===== src/rtl/tlp_mux_pkg.sv =====
// Shared constants for the transaction-layer routing mux: link-state encodings,
// the default forwarding mask and the header destination-field extractor.
package tlp_mux_pkg;

   localparam logic [3:0] ST_RESET  = 4'b0001;
   localparam logic [3:0] ST_INIT   = 4'b0010;
   localparam logic [3:0] ST_IDLE   = 4'b0100;
   localparam logic [3:0] ST_ACTIVE = 4'b1000;

   localparam logic [3:0] DEFAULT_PASS_MASK = ST_INIT | ST_IDLE | ST_ACTIVE;

   // Words are zero-extended to 64 bits so one function serves every DATA_W.
   function automatic int dest_field(input logic [63:0] word, input int lsb, input int width);
      logic [63:0] field;
      field = (word >> lsb) & ((64'd1 << width) - 64'd1);
      return int'(field[31:0]);
   endfunction

endpackage


===== src/rtl/tlp_route_mux_rr_arbiter.sv =====
// Round-robin arbiter: grants the first requester at or after ptr, wrapping.
// N must be a power of two so the index arithmetic wraps on its own.
module rr_arbiter #(
   parameter int N     = 4,
   parameter int PTR_W = $clog2(N)
) (
   input  logic [N-1:0]     req,
   input  logic [PTR_W-1:0] ptr,
   output logic [N-1:0]     grant,
   output logic [PTR_W-1:0] grant_idx
);

   logic             found;
   logic [PTR_W-1:0] idx;

   always_comb begin
      // NOTE: every variable written here gets a default first, so no path leaves one unassigned and no latch is inferred.
      grant     = '0;
      grant_idx = '0;
      found     = 1'b0;
      idx       = '0;
      for (int k = 0; k < N; k++) begin
         idx = ptr + PTR_W'(k);
         if (!found && req[idx]) begin
            found          = 1'b1;
            grant[idx]     = 1'b1;
            grant_idx      = idx;
         end
      end
   end

endmodule


===== src/rtl/tlp_route_mux.sv =====
// NUM_PORTS x NUM_PORTS transaction-layer routing mux with per-output round-robin
// arbitration, a one-entry registered output stage and link-state gating/flush.
module tlp_route_mux
   import tlp_mux_pkg::*;
#(
   parameter int                   NUM_PORTS = 4,
   parameter int                   DATA_W    = 10,
   parameter int                   DEST_LSB  = 8,
   parameter int                   DEST_W    = 2,
   parameter int                   STATE_W   = 4,
   parameter logic [STATE_W-1:0]   PASS_MASK = DEFAULT_PASS_MASK,
   parameter logic [STATE_W-1:0]   FLUSH_ST  = ST_RESET
) (
   input  logic                          clk,
   input  logic                          reset_L,
   input  logic [STATE_W-1:0]            state,
   input  logic [NUM_PORTS*DATA_W-1:0]   in_data,
   input  logic [NUM_PORTS-1:0]          in_valid,
   output logic [NUM_PORTS-1:0]          in_ready,
   output logic [NUM_PORTS*DATA_W-1:0]   out_data,
   output logic [NUM_PORTS-1:0]          out_valid,
   input  logic [NUM_PORTS-1:0]          out_ready
);

   logic [NUM_PORTS-1:0][DATA_W-1:0]    in_word;
   logic [NUM_PORTS-1:0][NUM_PORTS-1:0] req;
   logic [NUM_PORTS-1:0][NUM_PORTS-1:0] grant;
   logic [NUM_PORTS-1:0][DEST_W-1:0]    grant_idx;
   logic [NUM_PORTS-1:0]                load;
   logic                                flush;
   logic                                pass;

   assign in_word = in_data;
   assign flush   = (state == FLUSH_ST);
   assign pass    = (|(state & PASS_MASK)) && !flush;

   // req[j][i]: input i wants output j. Each input names exactly one output.
   always_comb begin
      req = '0;
      for (int j = 0; j < NUM_PORTS; j++) begin
         for (int i = 0; i < NUM_PORTS; i++) begin
            req[j][i] = in_valid[i] && pass &&
                        (dest_field(64'(in_word[i]), DEST_LSB, DEST_W) == j);
         end
      end
   end

   // An input is ready when its output granted it and that register can load.
   always_comb begin
      in_ready = '0;
      for (int i = 0; i < NUM_PORTS; i++) begin
         for (int j = 0; j < NUM_PORTS; j++) begin
            in_ready[i] = in_ready[i] | (grant[j][i] & load[j]);
         end
      end
      in_ready = in_ready & {NUM_PORTS{reset_L}};
   end

   for (genvar j = 0; j < NUM_PORTS; j++) begin : g_out
      logic [DATA_W-1:0] data_q;
      logic              valid_q;
      logic [DEST_W-1:0] ptr_q;
      logic              xfer;

      rr_arbiter #(.N(NUM_PORTS), .PTR_W(DEST_W)) u_arb (
         .req       (req[j]),
         .ptr       (ptr_q),
         .grant     (grant[j]),
         .grant_idx (grant_idx[j])
      );

      assign load[j] = ~valid_q | out_ready[j];
      assign xfer    = (|grant[j]) & load[j];

      // NOTE: the output data register is reset too, so a flushed or freshly reset port reads back as zero.
      always_ff @(posedge clk or negedge reset_L) begin
         if (!reset_L) begin
            // NOTE: state is updated with non-blocking assignments only, so every register samples pre-edge values.
            data_q  <= '0;
            valid_q <= 1'b0;
            ptr_q   <= '0;
         end else if (flush) begin
            data_q  <= '0;
            valid_q <= 1'b0;
            ptr_q   <= '0;
         end else if (xfer) begin
            data_q  <= in_word[grant_idx[j]];
            valid_q <= 1'b1;
            ptr_q   <= grant_idx[j] + DEST_W'(1);
         end else if (out_ready[j]) begin
            valid_q <= 1'b0;
         end
      end

      assign out_data[j*DATA_W +: DATA_W] = data_q;
      assign out_valid[j]                 = valid_q;
   end

endmodule


===== config.mk =====
export PLATFORM = sky130hd
export DESIGN_NAME = tlp_route_mux
export DESIGN_NICKNAME = d
export VERILOG_FILES = /design/src/rtl/tlp_mux_pkg.sv /design/src/rtl/tlp_route_mux_rr_arbiter.sv /design/src/rtl/tlp_route_mux.sv
export SDC_FILE = /design/constraint.sdc
export NUM_CORES = 1
export LEC_CHECK = 0
export BUFFER_PORTS_ARGS = -buffer_cell sky130_fd_sc_hd__buf_2
export CAP_MARGIN = 20
export CORE_ASPECT_RATIO = 2
export CORE_MARGIN = 5
export CORE_UTILIZATION = 40
export DETAILED_ROUTE_END_ITERATION = 12
export GPL_TIMING_DRIVEN = 0
export HOLD_SLACK_MARGIN = 0.05
export PLACE_DENSITY = 0.62
export SETUP_SLACK_MARGIN = 0.1
export SLEW_MARGIN = 5
export SYNTH_ARGS = -nofsm -noshare
export SYNTH_HDL_FRONTEND = slang
export SYNTH_HIERARCHICAL = 1
export SYNTH_SLANG_ARGS = --single-unit

===== constraint.sdc =====
create_clock -name clk -period 4.3 [get_ports clk]
set_clock_uncertainty 0.1 [all_clocks]
set_input_delay 0.215 -clock clk [delete_from_list [all_inputs] [get_ports clk]]
set_output_delay 0.215 -clock clk [all_outputs]
set_load 0.02 [all_outputs]

==> metrics.csv <==
stage;metric;value;unit
status;outcome;completed;
clock_network;clk_path_buf_depth;2;
detailed_routing;wl;15900;um
layout;area_growth;17.1;%
setup_path;cp-end-kind;flop;
placement;dp.cells;719;
logic_synthesis;syn_nets;541;
grt;antenna_found_initial;0;
grt;grt_overflow;0;
detailed_routing;drt_iter0_markers;263;
timing;maxSlewHeadroom;50.5;%
layout;layout-drive-gt1-share;46.4;%
logic_synthesis;syn_inst;467;
clock_network;cts_tree;built;
detailed_routing;drt.antenna.violating_nets;0;
detailed_routing;drtPass1Iterations;5;
grt;grt_max_degree;40;
grt;grt_pass1_wl;25300;um
detailed_routing;remaining_drc_errors;0;
power;p_leak;0.00256;uW
grt;track_usage;20.5;%
timing;whs;0.227;ns
detailed_routing;wire_per_inst;21.8;um
logic_synthesis;synth_area_leaders;dfrtp_1 (25%), mux4_2 (23%), a22o_2 (7.8%);
clock_network;cts_sinks;52;
floorplanning;coreArea;12600;sq um
floorplanning;die_w;90.2;um
setup_path;crit_path_start_kind;flop;
logic_synthesis;yosysUniqueCellTypes;52;
clock_network;clockRootBuffer;clkbuf_16;
power;power.density;856;nW/um^2
setup_path;worstSetupPathType;flop to flop;
timing;rsz0062_at_grt;false;
flow_run;maxCapViolCount;0;
logic_synthesis;synth_seq_cells;52;
layout;final_cells;728;
timing;worstMarginPinSlew;0.737;ns
placement;port_buffers;101;
layout;antenna_cells;0;
setup_path;worstPathRequired;4.39;ns
layout;final_nets;651;
timing;min_period;3.89;ns
placement;dpl.hpwl;12700;um
floorplanning;dieArea;15400;sq um
setup_path;critPathMaxFanout;10;
grt;grt_pass1_vias;4650;
logic_synthesis;syn-cell-area;5150;sq um
hold_path;hold_class;input port to flop;
floorplanning;row_count;58;
clock_network;cts-buffers-inserted;5;
power;irDropWorstVdd;0.581;mV
detailed_routing;vias;4616;
logic_synthesis;ys.warnings.count;6;
logic_synthesis;synth_ff_type;dfrtp_1;
logic_synthesis;synth_largest_area_cell;dfrtp_1;
logic_synthesis;synth_edf_count;0;
floorplanning;die_h;170;um
floorplanning;io_pins;102;
timing;setup_violations;0;
clock_network;h-tree-depth;2;
timing;hold_viol_final;0;
logic_synthesis;yosysSeqAreaShare;25.3;%
clock_network;clkTransAtPathRegs;0.07;ns
setup_path;critPathArrivalTime;3.98;ns
placement;gp_congestion;0.888;
detailed_routing;vias_per_cell;6.34;
timing;finalCritPeriodShare;90.6;%
logic_synthesis;avgSynthCellArea;11.0;sq um
timing;clock.fmax;257;MHz
logic_synthesis;synth_top_area_share;25.3;%
timing;slew_viol_final;0;
floorplanning;start_util;40.8;%
clock_network;clock_latency;0.30;ns
logic_synthesis;async_reset_ff_share;100;%
-- flip-flops by register name, indices dropped and copies added, names as in the netlist --
name,cells
g_out.data_q,40
g_out.ptr_q,8
g_out.valid_q,4
-- placed cells by master (no fill, tap or decap), drive strengths merged, types with 7 or more instances in the layout --
master	n
buf	124
mux4	54
dfrtp	52
a22o	44
o21ai	34
nand2	26
a22oi	24
clkbuf	21
ha	20
nor2	18
a21oi	18
nor3	18
inv	16
nand2b	10
mux2i	8
a221o	8
nor2b	8
or3	7
-- synthesized netlist by cell type, types with 5 or more instances --
| master | count |
|---|---|
| clkbuf_1 | 9 |
| ha_1 | 20 |
| clkbuf_2 | 6 |
| inv_1 | 14 |
| o21ai_0 | 22 |
| a22oi_1 | 24 |
| nor3_1 | 12 |
| or3_1 | 7 |
| dfrtp_1 | 52 |
| nand2_1 | 26 |
| buf_4 | 5 |
| a221o_2 | 8 |
| o21ai_1 | 12 |
| mux4_2 | 52 |
| a22o_2 | 40 |
| mux2i_1 | 8 |
| nor2_1 | 18 |
| a21oi_1 | 14 |
| nand2b_1 | 8 |
| buf_2 | 13 |
-- worst paths after layout --
kind | start | endpoint | slack [ns] | cells past startpoint
setup / recovery | g_out[0].ptr_q[0] | g_out[0].data_q[1] | 0.41 | 11
hold / removal | out_ready[2] | g_out[2].ptr_q[0] | 0.23 | 4
setup reg to reg | g_out[0].ptr_q[0] | g_out[0].data_q[1] | 0.41 | 11
hold reg to reg | g_out[1].data_q[4] | g_out[1].data_q[4] | 0.40 | 1
max in group asynchronous | reset_L | g_out[2].data_q[2] | 3.24 | 3
min in group asynchronous | reset_L | g_out[0].data_q[2] | 0.31 | 2
-- metal layers --
layer  wire length (um)  global-route usage, %  vias to the layer above  part of all wire, %
li1                   -                      -                     2088                    -
met1               5640                   22.2                     2284                   35
met2               8490                   38.0                      208                   53
met3               1040                   3.23                       36                  6.5
met4                726                   10.4                        0                  4.6
met5                  0                      0                        -                    0
-- layout make-up --
type                            count  area, sq um
Fill cell                        1202         6600
Multi-Input combinational cell    362         3580
Sequential cell                    52         1300
Timing Repair Buffer              103          536
Buffer                             37          214
Tap cell                          150          188
Clock buffer                        6          139
Inverter                           16         60.1
Clock inverter                      2         10.0
-- power by group --
| part | switching [uW] | internal (uW) |
|---|---|---|
| combinational | 2060 | 1750 |
| sequential | 190 | 745 |
| clock | 187 | 230 |
| total | 2440 | 2720 |
-- repair_timing --
action / in CTS / in global routing
hold buffers: 1 / 0
endpoints found under the hold margin: 17 / 0
endpoints found under the setup margin: 0 / 10
gates resized for setup: 0 / 5
setup buffers: 0 / 0
-- kinds of logic (layout without fill, tap and decap cells) --
family          after synthesis  in the layout  synth area share [%]
simple gates                116            116                  14.1
fa+ha+maj                    20             20                  4.86
mux                          62             62                  25.3
compound gates              160            160                  24.5
buf+inv                      53            164                  5.27
xor+xnor                      4              4                 0.681
flops                        52             52                  25.3
-- worst max-delay path, cell delays in order, from the launching register on --
cell and delay, ns:
dfrtp_1 0.48, buf_2 0.29, inv_1 0.11, ha_1 0.43, mux4_2 0.47, nor2b_4 0.22
o21ai_1 0.08, and3_1 0.19, o22ai_1 0.35, clkbuf_2 0.39, mux4_2 0.42, a22o_2 0.24
-- metrics by stage --
stage               utilization, %  area (sq um)  TNS [ns]  total power [uW]  setup slack [ns]
global placement              46.3          5840    -0.555              4680            -0.137
global route                  47.7          6030         0              5540             0.151
CTS                           47.7          6020         0              5180             0.112
detailed placement            46.4          5860     -1.00              4760            -0.195
floorplan                        -          5150         0              3780             0.919
finish                        47.7          6030         0              5160             0.406
Note: power is estimated with default switching activity, not from simulation.
